===== src/rtl/led_bit_encoder.sv =====
// Serial encoder for WS281x-style LED data: turns shift-register bits into timed high/low pulses, then a latch gap.
// Defining LED_ENC_OUT_INV_EN inverts led_dout (idle level 1) for an inverting level shifter.
module led_bit_encoder #(
    parameter int T0H_CYCLES   = 20,
    parameter int T1H_CYCLES   = 40,
    parameter int BIT_CYCLES   = 63,
    parameter int LATCH_CYCLES = 2500
) (
    input  logic clk,
    input  logic reset,
    input  logic word_valid,
    input  logic bit_val,
    input  logic last_bit,
    output logic load,
    output logic next_bit,
    output logic led_dout,
    output logic busy,
    output logic frame_done
);

    localparam int CNT_MAX = (BIT_CYCLES > LATCH_CYCLES) ? BIT_CYCLES : LATCH_CYCLES;
    localparam int CNT_W   = $clog2(CNT_MAX + 1);

    localparam logic [CNT_W-1:0] T0H_LAST   = CNT_W'(T0H_CYCLES - 1);
    localparam logic [CNT_W-1:0] T1H_LAST   = CNT_W'(T1H_CYCLES - 1);
    localparam logic [CNT_W-1:0] BIT_LAST   = CNT_W'(BIT_CYCLES - 1);
    localparam logic [CNT_W-1:0] LATCH_LAST = CNT_W'(LATCH_CYCLES - 1);

`ifdef LED_ENC_OUT_INV_EN
    localparam logic IDLE_LEVEL = 1'b1;
`else
    localparam logic IDLE_LEVEL = 1'b0;
`endif

    if (!(T0H_CYCLES >= 1 && T0H_CYCLES < T1H_CYCLES && T1H_CYCLES < BIT_CYCLES)) begin : g_bad_bit_timing
        $error("led_bit_encoder: need 1 <= T0H_CYCLES < T1H_CYCLES < BIT_CYCLES");
    end
    if (LATCH_CYCLES < 1) begin : g_bad_latch
        $error("led_bit_encoder: LATCH_CYCLES must be at least 1");
    end

    typedef enum logic [1:0] {
        S_IDLE,
        S_HIGH,
        S_LOW,
        S_LATCH
    } state_t;

    state_t           r_state;
    state_t           w_state_next;
    logic [CNT_W-1:0] r_cnt;
    logic [CNT_W-1:0] w_cnt_next;
    logic             r_dout;
    logic [CNT_W-1:0] w_high_last;

    // Counter runs from HIGH entry through the end of LOW, so one bit period is exactly BIT_CYCLES.
    always_ff @(posedge clk or negedge reset) begin
        if (!reset) begin
            r_state <= S_IDLE;
            r_cnt   <= '0;
            r_dout  <= IDLE_LEVEL;
        end else begin
            r_state <= w_state_next;
            r_cnt   <= w_cnt_next;
            r_dout  <= (w_state_next == S_HIGH) ? ~IDLE_LEVEL : IDLE_LEVEL;
        end
    end

    assign w_high_last = bit_val ? T1H_LAST : T0H_LAST;

    always_comb begin
        w_state_next = r_state;
        w_cnt_next   = r_cnt;
        load         = 1'b0;
        next_bit     = 1'b0;
        frame_done   = 1'b0;
        case (r_state)
            S_IDLE: begin
                w_cnt_next = '0;
                if (word_valid && reset) begin
                    load         = 1'b1;
                    w_state_next = S_HIGH;
                end
            end
            S_HIGH: begin
                w_cnt_next = r_cnt + 1'b1;
                if (r_cnt >= w_high_last) begin
                    w_state_next = S_LOW;
                end
            end
            S_LOW: begin
                if (r_cnt == BIT_LAST) begin
                    w_cnt_next = '0;
                    if (!last_bit) begin
                        next_bit     = 1'b1;
                        w_state_next = S_HIGH;
                    end else if (word_valid) begin
                        load         = 1'b1;
                        w_state_next = S_HIGH;
                    end else begin
                        w_state_next = S_LATCH;
                    end
                end else begin
                    w_cnt_next = r_cnt + 1'b1;
                end
            end
            S_LATCH: begin
                if (r_cnt == LATCH_LAST) begin
                    frame_done   = 1'b1;
                    w_cnt_next   = '0;
                    w_state_next = S_IDLE;
                end else begin
                    w_cnt_next = r_cnt + 1'b1;
                end
            end
            default: begin
                w_cnt_next   = '0;
                w_state_next = S_IDLE;
            end
        endcase
    end

    assign busy     = (r_state != S_IDLE);
    assign led_dout = r_dout;

endmodule


===== config.mk =====
export PLATFORM = sky130hd
export DESIGN_NAME = led_bit_encoder
export DESIGN_NICKNAME = d
export VERILOG_FILES = /design/src/rtl/led_bit_encoder.sv
export SDC_FILE = /design/constraint.sdc
export NUM_CORES = 1
export LEC_CHECK = 0
export ABC_AREA = 1
export BUFFER_PORTS_ARGS = -buffer_cell sky130_fd_sc_hd__buf_2
export CAP_MARGIN = 15
export CORE_UTILIZATION = 56
export DETAILED_ROUTE_END_ITERATION = 12
export PLACE_DENSITY = 0.78
export SLEW_MARGIN = 5
export SYNTH_ARGS = -nofsm -noshare
export SYNTH_HDL_FRONTEND = slang
export SYNTH_SLANG_ARGS = --single-unit

===== constraint.sdc =====
create_clock -name clk -period 1.5 [get_ports clk]
set_input_delay 0.075 -clock clk [delete_from_list [all_inputs] [get_ports clk]]
set_output_delay 0.075 -clock clk [all_outputs]
set_load 0.005 [all_outputs]

* Yosys cells after proc, flatten, opt, wreduce, memory -nomap -nowiden
Cells that the tools add are included.
Word-level totals: bits of input ports 5, logic and storage cells 36, output and inout bits 5, flip-flop bits (word level) 15
Operators by class: equal/unequal tests 6, $lt $le $gt $ge 1, $add $sub $neg 1, mux-type cells 22, reduce and logical (&&, ||, !) cells 3
Operators with widths (number):
- $pmux 12 s4 | 1
- $mux 12 | 2
- $add 12x1->12 const B | 1
- $eq 12x12->1 const B | 1
- $eq 12x6->1 const B | 1
- $ge 12x6->1 | 1
- $mux 2 | 6
- $mux 1 | 10
- $pmux 2 s4 | 1
- $mux 6 | 1
- $eq 2x1->1 const B | 2
- $eq 2x2->1 const B | 2
- $logic_not 2->1 | 1
- $pmux 1 s2 | 1
- $reduce_bool 2->1 | 1
- $logic_and 1x1->1 | 1

* Longest topological paths before layout
Gate-level depths: netlist of the first run.
word-level depth 6, gate-level depth with buffers 10, gate-level depth less buffers 10

* Worst setup path before layout of the first run
OpenSTA, ideal clock, no wires.
path kind register to register, start point register r_cnt[0], end point register r_cnt[9], stages on the path, launching flop included 9, required time 1378 ps, period minus slack after synthesis 1337 ps, arrival 1216 ps, library setup time 122 ps, slack 163 ps, buffers on the path 0, cells stage by stage dfrtp_1 -> ha_1 -> nand2_1 -> nor2_1 -> nand3_1 -> nand2_2 -> nand2_2 -> nor2_8 -> nor2_1
Between the ends: cells in the longest elaborated chain, start to end 3, elaborated cells on any way between the ends 6, those cells by class add/sub (1); eq/ne (2); mux (3)
RTL lines:
- from (decl) | line 51 | logic [CNT_W-1:0] r_cnt;
- from (signal assigned) | line 64 | r_cnt <= w_cnt_next;
- $add 12x1->12 (tied with other cells) | line 86, 104, 113
- $mux 12 (on tied branches) | line 108, 92
- $pmux 12 s4 * | line 77 | case (r_state)
- via w_cnt_next[9] | line 52 | logic [CNT_W-1:0] w_cnt_next;
The timed path passes the listed nets; every way through them passes the cells marked *.

* Worst setup path after layout of the first run
start point register r_cnt[7], end point output port load
Between the ends: cells in the longest elaborated chain, start to end 3
RTL lines:
- $eq 12x6->1 | line 92 | if (r_cnt == BIT_LAST) begin
- $mux 1 | line 92
- $pmux 1 s2 | line 77
- to (decl) | line 14 | output logic load,
No other way between the ends.

==> results of run 1 <==
## sequential cells by signal (all words and copies together), names as in the netlist
| name | cells |
|---|---|
| r_cnt | 12 |
| led_dout | 1 |
| r_state | 2 |
## through the flow
step / total power [mW] / hold WS [ns] / setup TNS (ns)
detailed placement: 0.440 / 0.0787 / 0
CTS: 0.668 / 0.118 / -0.125
global route: 0.686 / 0.147 / -2.01
floorplan: 0.421 / -0.221 / 0
global placement: 0.439 / 0.0765 / 0
finish: 0.661 / 0.134 / -0.558
## layout make-up
type / instances / area, um^2
multi-input cells: 95 / 591
flip-flops and latches: 15 / 378
fillers: 107 / 324
inverters: 22 / 82.6
well taps: 16 / 20.0
clock buffers: 4 / 26.3
repair buffers: 21 / 138
## Yosys cell counts
master    number
nand2_1       24
nand2_2        4
or2_2          1
ha_1           5
xnor2_1        1
nor2_8         1
dfrtp_1       15
o21ai_0        1
nor2_1        25
nor3_1         2
nor2_2         5
inv_1         22
nand4_1        2
nor3_2         1
nand3b_1       2
o21ai_1        1
nand3_1       11
xor2_1         6
a21oi_1        2
## power groups by stage
stage | combinational [mW] | sequential (mW) | clock [mW]
floorplan | 0.00873 | 0.412 | 0
global placement | 0.0269 | 0.412 | 0
detailed placement | 0.0276 | 0.412 | 0
CTS | 0.0299 | 0.404 | 0.234
global route | 0.0345 | 0.404 | 0.247
finish | 0.0294 | 0.404 | 0.227
## cell families after synthesis
family | Yosys count | share of synthesized area, %
compound gates | 4 | 2.06
xor+xnor | 7 | 6.31
buf+inv | 22 | 8.51
fa+ha+maj | 5 | 6.44
flops | 15 | 38.7
simple gates | 78 | 38.0
## per-layer routing
layer | vias to the layer above | part of all wire, % | global-route usage [%]
met5 | - | 0 | 0
met4 | 0 | 2.6 | 12.5
met3 | 7 | 3.3 | 4.17
met2 | 22 | 48 | 41.8
met1 | 458 | 46 | 33.2
li1 | 457 | - | -
## critical path, delay by kind of cell (launching register included)
| family | cells | cell delay (ns) |
|---|---|---|
| flops | 1 | 0.44 |
| compound gates | 1 | 0.14 |
| buf+inv | 2 | 0.20 |
| simple gates | 3 | 0.43 |
## how the worst max path moves through the flow
stage,start,to,slack (ns)
2_1_floorplan,r_cnt[0],r_cnt[9],0.16
3_3_place_gp,r_cnt[0],r_cnt[9],0.08
3_5_place_dp,r_cnt[0],r_cnt[6],0.002
4_1_cts,r_cnt[0],load,-0.08
5_1_grt,r_cnt[7],load,-0.22
6_report,r_cnt[7],load,-0.08
## timing repair
action | in CTS | in global routing
hold buffers | 1 | 0
endpoints found under the hold margin | 15 | 0
buffers inserted | 5 | 2
cloned | 1 | 0
resized for setup | 9 | 11
pin swaps | 8 | 5
setup endpoints to repair | 8 | 17
==> summary.txt, run 1 <==
CTS
  • CTS buffer count: 3
  • Root buffer selected by CTS: clkbuf_4
  • Clk_lat worst skew: 0.28 ns
  • CTS tree: built
  • H-tree depth: 1
  • Clk sink count: 15
  • Clk slew on worst S/H paths: 0.08 ns
  • Max Buffers Root-to-Sink: 2

Layout
  • Synth-to-layout area growth: 27.2%
  • Non-filler instance count after layout: 173
  • Post-Route Utilization: 79.2%
  • Post-layout nets: 168
  • Post-route cell area: 1230 um^2
  • Inserted Diodes: 0
  • Layout cells sized above 1: 31.8%
  • Most frequent cells in the layout: nand2_1 (22), nor2_1 (21), inv_1 (20)
  • Most common cell after layout, fill and taps aside: nand2_1

GRT
  • Initial antenna violation count: 0
  • Global route total overflow: 0
  • GRT Util Overall: 25.7%
  • First-pass GRT wire length: 3510 um
  • Pin count of the biggest net entering global routing: 16
  • Number of global-route vias before repair: 821

Power
  • Pwr Density: 535 nW/um^2
  • Logic pwr share: 4.5%
  • Part of the power in registers: 61.1%
  • Clock network power share: 34.4%
  • Switching share of power: 21.4%
  • P_sw: 0.141 mW
  • Int Pwr: 0.519 mW
  • Worst VDD drop: 0.496 mV
  • Pleak: 0.604 nW

Timing
  • Fin worst setup slack: -0.0779 ns
  • Max-slew violation count: 0
  • Final Skew: 0.00258 ns
  • Fin crit period: 1.58 ns
  • Worst slew pin tran: 0.275 ns
  • Worst slew margin: 81.6%
  • Max Freq: 634 MHz
  • Setup violations, final: 15
  • Part of the cycle the worst path needs: 105%
  • RSZ-0062 raised after global routing: yes
  • Final hold vios: 0

Route
  • Post-route ant nets: 0
  • Via count: 944
  • DRT Pass-1 Iters: 8
  • Routed wire length: 2320 um
  • Routed len/inst: 13.4 um
  • Drt initial violations: 15
  • Via-to-Cell Ratio: 5.46
  • Post-route DRC violation count: 1

Critical path
  • CP endpoint kind: primary output
  • Critical setup path kind: flip-flop to primary output
  • Critical Path Fanout Max: 4
  • Slowest stage cell on the critical path: dfrtp_1
  • RR Startpoint: r_cnt[0]
  • RR Endpoint: r_cnt[7]
  • Worst setup SP type: flip-flop
  • Worst EP required: 1.42 ns
  • Critical path's largest stage delay: 0.44 ns
  • Critical-path cell list: nor2_2 -> inv_1 -> nor2_2 -> nand3_2 -> o21ai_1 -> buf_2
  • FF-to-FF path depth: 10
  • WP data arrival: 1.50 ns
  • Top cell by count, worst path: nor2_2
  • Flop2flop setup slack: -0.06 ns

Synth
  • Seq/Total Area, Yosys: 38.7%
  • Library cells used by synthesis: 19
  • Gate count of the mapped netlist: 131
  • Main area contributors after synthesis: dfrtp_1 (39%), nor2_1 (9.7%), nand2_1 (9.3%)
  • Syn avg cell area: 7.41 um^2
  • Top cell type's share of synthesized area: 38.7%
  • Yosys top cell by area: dfrtp_1
  • Cell area after synthesis: 971 um^2
  • Syn nets: 141
  • Syn. warnings: 0
  • Post-synthesis register bit count: 15

Place
  • Placed cells: 160
  • Dpl ws: 0.00170 ns
  • Detailed placer's ending HPWL: 1490 um
  • Routability Congestion: 0.795
  • PortBufs: 9
  • DP Area: 1070 um^2

Die
  • Top Ports: 10
  • Die X: 43.6 um
  • Die footprint: 1900 um^2
  • FP Rows: 14
  • CORE AREA: 1560 um^2
  • Initial Utilization: 62.3%
  • Die H: 43.6 um

Min path
  • Hold path cells: 3
  • Hold Path Sink: r_state[0]
  • Hold Crit Class: input port to flip-flop
  • Hold path start: word_valid

Run
  • Max-Cap Viols: 0

Outcome
  • Status: finished with violations
  • Failing checks: DRC, setup timing
Power figures use the tool's default switching activity.
==> run 2: changes to the inputs <==
--- a/config.mk
+++ b/config.mk
@@ -6,10 +6,10 @@
 export NUM_CORES = 1
 export LEC_CHECK = 0
 export ABC_AREA = 1
-export BUFFER_PORTS_ARGS = -buffer_cell sky130_fd_sc_hd__buf_2
 export CAP_MARGIN = 15
-export CORE_UTILIZATION = 56
+export CORE_UTILIZATION = 60
 export DETAILED_ROUTE_END_ITERATION = 12
+export DONT_BUFFER_PORTS = 1
 export PLACE_DENSITY = 0.78
 export SLEW_MARGIN = 5
 export SYNTH_ARGS = -nofsm -noshare
==> summary.txt, run 2 (same netlist as run 1, synthesis figures left out) <==
Timing
  • Worst slew pin tran: 0.669 ns
  • Final hold slack: 0.0163 ns
  • Fin worst setup slack: 0.0135 ns
  • Fin crit period: 1.49 ns
  • Max Freq: 673 MHz
  • Part of the cycle the worst path needs: 99.1%
  • RSZ-0062 raised after global routing: yes
  • Final Skew: 0.00874 ns
  • Setup violations, final: 0
  • Max-slew violation count: 0
  • Worst slew margin: 55.3%
  • Final hold vios: 0

Critical path
  • WP data arrival: 1.41 ns
  • Critical Path Fanout Max: 4
  • CP endpoint kind: primary output
  • FF-to-FF path depth: 8
  • RR Startpoint: r_cnt[10]
  • Worst EP required: 1.42 ns
  • RR Endpoint: r_cnt[7]
  • Slowest stage cell on the critical path: dfrtp_1
  • Critical setup path kind: flip-flop to primary output
  • Worst setup SP type: flip-flop
  • Critical-path cell list: nor2_1 -> nand2_1 -> nor2_1 -> nand3_2 -> o21ai_2
  • Critical path's largest stage delay: 0.43 ns
  • Flop2flop setup slack: 0.02 ns
  • Crit path capture: load
  • CP startpoint: r_cnt[10]
  • Top cell by count, worst path: nor2_1

Die
  • Die footprint: 1780 um^2
  • Top Ports: 10
  • Die H: 42.2 um
  • Die X: 42.2 um
  • FP Rows: 14
  • CORE AREA: 1510 um^2
  • Initial Utilization: 64.5%

GRT
  • Global route total overflow: 0
  • Number of global-route vias before repair: 770
  • GRT Util Overall: 23.6%
  • Pin count of the biggest net entering global routing: 16
  • Initial antenna violation count: 0
  • First-pass GRT wire length: 3130 um

CTS
  • CTS tree: built
  • H-tree depth: 1
  • Root buffer selected by CTS: clkbuf_4
  • Clk slew on worst S/H paths: 0.09 ns
  • Clk_lat worst skew: 0.29 ns
  • Max Buffers Root-to-Sink: 2
  • CTS buffer count: 3
  • Clk sink count: 15

Power
  • Worst VDD drop: 0.614 mV
  • Pwr Density: 548 nW/um^2
  • Pleak: 0.542 nW

Place
  • Detailed placer's ending HPWL: 1270 um
  • Routability Congestion: 0.788
  • DP Area: 1010 um^2
  • PortBufs: 0
  • Dpl ws: 0.0347 ns

Route
  • Routed len/inst: 12.6 um
  • Post-route ant nets: 0
  • DRT Pass-1 Iters: 4
  • Drt initial violations: 15
  • Routed wire length: 2010 um
  • Via-to-Cell Ratio: 5.45
  • Post-route DRC violation count: 0
  • Via count: 867

Layout
  • Post-route cell area: 1200 um^2
  • Most frequent cells in the layout: nand2_1 (22), inv_1 (20), nor2_1 (19)
  • Post-layout nets: 154
  • Most common cell after layout, fill and taps aside: nand2_1
  • Synth-to-layout area growth: 23.7%
  • Largest Register: r_cnt
  • Inserted Diodes: 0
  • Max FFs per register: 12
  • Post-Route Utilization: 79.7%
  • Area of the multi-input gates: 634 um^2
  • Register area: 379 um^2
  • Filler cell count: 106
  • Layout cells sized above 1: 30.8%

Min path
  • Hold path cells: 2
  • Hold Crit Class: input port to flip-flop

Run
  • Max-Cap Viols: 0

Outcome
  • Status: finished clean
==> run 2: where the power goes <==
| part | leakage (nW) | switching [mW] | internal [mW] |
|---|---|---|---|
| clock network | 0.0150 | 0.128 | 0.104 |
| registers | 0.182 | 0 | 0.404 |
| logic | 0.344 | 0.0144 | 0.00846 |
| total | 0.542 | 0.142 | 0.516 |
==> run 2: worst min-delay path by stage <==
stage                from          to  slack [ns]
2_1_floorplan       reset    led_dout       -0.22
3_3_place_gp        reset    led_dout       -0.22
3_5_place_dp        reset    led_dout       -0.22
4_1_cts             reset  r_state[0]       0.006
5_1_grt             reset  r_state[0]        0.04
6_report       word_valid  r_state[0]        0.02
==> run 2: layout make-up <==
cell class	instances	share of cell area, %
multi-input cells	95	52.8
flip-flops and latches	15	31.6
clock buffers	4	2.19
repair buffers	7	4.90
inverters	22	6.88
well taps	16	1.67
==> run 2: stage by stage <==
stage / power, mW / setup TNS (ns) / cells
detailed placement: 0.422 / 0 / 150
finish: 0.658 / 0 / 159
global placement: 0.422 / 0 / 150
CTS: 0.659 / 0 / 157
global route: 0.674 / -0.495 / 159
floorplan: 0.421 / 0 / 131
==> run 2: layer usage <==
| layer | share of wire (%) | vias to the layer above | global-route usage [%] |
|---|---|---|---|
| li1 | - | 432 | - |
| met1 | 46 | 403 | 32.1 |
| met2 | 47 | 25 | 36.6 |
| met3 | 3.3 | 7 | 2.59 |
| met4 | 3.1 | 0 | 13.1 |
| met5 | 0 | - | 0 |
==> run 2: worst max-delay path, delay by kind of cell, from the launching register on <==
family / cells / cell delay (ns)
flops: 1 / 0.43
compound gates: 1 / 0.15
simple gates: 4 / 0.54
==> run 2: repair_timing <==
item,CTS,global route
setup endpoints to repair,2,18
endpoints found under the hold margin,15,0
cloned,0,1
setup buffers,2,1
hold buffers,1,0
resized for setup,6,25
pin swaps,3,14
==> run 3: changes to the inputs <==
--- a/config.mk
+++ b/config.mk
@@ -7,10 +7,10 @@
 export LEC_CHECK = 0
 export ABC_AREA = 1
 export CAP_MARGIN = 15
-export CORE_UTILIZATION = 60
+export CORE_UTILIZATION = 40
 export DETAILED_ROUTE_END_ITERATION = 12
 export DONT_BUFFER_PORTS = 1
-export PLACE_DENSITY = 0.78
+export PLACE_DENSITY = 0.56
 export SLEW_MARGIN = 5
 export SYNTH_ARGS = -nofsm -noshare
 export SYNTH_HDL_FRONTEND = slang
==> summary.txt, run 3 (same netlist as run 1, synthesis figures left out) <==
Route
  • Post-route DRC violation count: 0
  • Routed wire length: 2340 um
  • Post-route ant nets: 0
  • Routed len/inst: 13.4 um
  • Via count: 879
  • DRT Pass-1 Iters: 4
  • Via-to-Cell Ratio: 5.02
  • Drt initial violations: 30

Die
  • Die footprint: 2630 um^2
  • Die X: 51.3 um
  • Die H: 51.3 um
  • Initial Utilization: 43.1%
  • CORE AREA: 2250 um^2
  • Top Ports: 10
  • FP Rows: 17

Layout
  • Post-Route Utilization: 55.4%
  • Most common cell after layout, fill and taps aside: nand2_1
  • Layout cells sized above 1: 36.7%
  • Largest Register: r_cnt
  • Post-route cell area: 1250 um^2
  • Post-layout nets: 158
  • Inserted Diodes: 0
  • Most frequent cells in the layout: nand2_1 (23), inv_1 (19), nor2_1 (15)
  • Max FFs per register: 12
  • Synth-to-layout area growth: 28.7%

CTS
  • Max Buffers Root-to-Sink: 2
  • Clk sink count: 15
  • CTS tree: built
  • Root buffer selected by CTS: clkbuf_4
  • Clk_lat worst skew: 0.29 ns
  • CTS buffer count: 3
  • Clk slew on worst S/H paths: 0.10 ns
  • H-tree depth: 1

Timing
  • Final TNS setup: 0 ns
  • Setup violations, final: 0
  • Final hold vios: 0
  • Worst slew margin: 52.5%
  • Final Skew: 0.0126 ns
  • Max-slew violation count: 0
  • Fin worst setup slack: 0.00257 ns
  • Worst slew pin tran: 0.710 ns
  • RSZ-0062 raised after global routing: yes
  • Fin crit period: 1.50 ns
  • Max Freq: 668 MHz
  • Final hold slack: 0.0416 ns
  • Part of the cycle the worst path needs: 99.8%

GRT
  • GRT Util Overall: 19.0%
  • Initial antenna violation count: 0
  • Pin count of the biggest net entering global routing: 16
  • First-pass GRT wire length: 3640 um
  • Number of global-route vias before repair: 821
  • Global route total overflow: 0

Power
  • Pleak: 0.574 nW
  • Worst VDD drop: 0.517 mV
  • Pwr Density: 532 nW/um^2

Critical path
  • Flop2flop setup slack: 0.003 ns
  • Critical setup path kind: flip-flop to flip-flop
  • CP startpoint: r_cnt[0]
  • Worst EP required: 1.69 ns
  • Worst setup SP type: flip-flop
  • CP endpoint kind: flip-flop
  • WP data arrival: 1.69 ns
  • RR Startpoint: r_cnt[0]
  • Critical Path Fanout Max: 3

Outcome
  • Status: finished clean

Min path
  • Hold path start: word_valid
  • Hold Crit Class: input port to flip-flop

Place
  • PortBufs: 0
  • Dpl ws: -0.0198 ns
  • Routability Congestion: 0.757
  • Detailed placer's ending HPWL: 1500 um
  • DP Area: 1040 um^2

Run
  • Max-Cap Viols: 0
## run 3: cell count changes in the layout (fill, tap and decap cells not counted), sizes merged
| cell | change |
|---|---|
| clkinv | +1 |
| clkbuf | -1 |
| buf | +4 |
## run 3: where the power goes
part / total [mW] / switching [mW] / internal (mW)
combinational: 0.0210 / 0.0140 / 0.00703
sequential: 0.404 / 0 / 0.404
clock: 0.240 / 0.141 / 0.0992
total: 0.665 / 0.155 / 0.510
## run 3: area by class of cell
type / count / area (um^2)
Fill cell: 222 / 1000
Clock inverter: 1 / 5.00
Clock buffer: 3 / 22.5
Multi-Input combinational cell: 95 / 638
Inverter: 22 / 82.6
Tap cell: 28 / 35.0
Timing Repair Buffer: 11 / 88.8
Sequential cell: 15 / 378
## run 3: final timing paths
path                       cells after the start         end
hold / removal                                 2  r_state[0]
max in group asynchronous                      1    r_cnt[4]
hold reg to reg                                1    r_cnt[0]
setup reg to reg                               9    r_cnt[5]
setup / recovery                               9    r_cnt[5]
min in group asynchronous                      1    r_cnt[5]
## run 3: worst max-delay path, cell delays in order (launching register included)
cell	delay [ns]
dfrtp_1	0.40
inv_2	0.07
buf_4	0.12
buf_4	0.12
buf_4	0.13
nor2_4	0.11
buf_4	0.14
nand3_1	0.08
xor2_1	0.16
nor2_1	0.07
## run 3: timing repair
item | CTS | global route
pin swaps | 3 | 14
gates resized for setup | 10 | 26
setup endpoints to repair | 12 | 18
hold buffers | 1 | 0
hold endpoints to repair | 15 | 0
gates cloned | 0 | 1
setup buffers | 4 | 2
## run 3: stage by stage
stage	total power [mW]	cells
finish	0.665	175
detailed placement	0.423	163
global route	0.696	175
floorplan	0.421	131
global placement	0.422	163
CTS	0.672	172
## run 3: layer usage
metal / track usage (%) / up-vias / share of wire [%]
met3: 3.87 / 7 / 2.6
met5: 0 / - / 0
met2: 31.6 / 11 / 49
met1: 24.3 / 424 / 46
met4: 6.76 / 0 / 2.3
li1: - / 437 / -
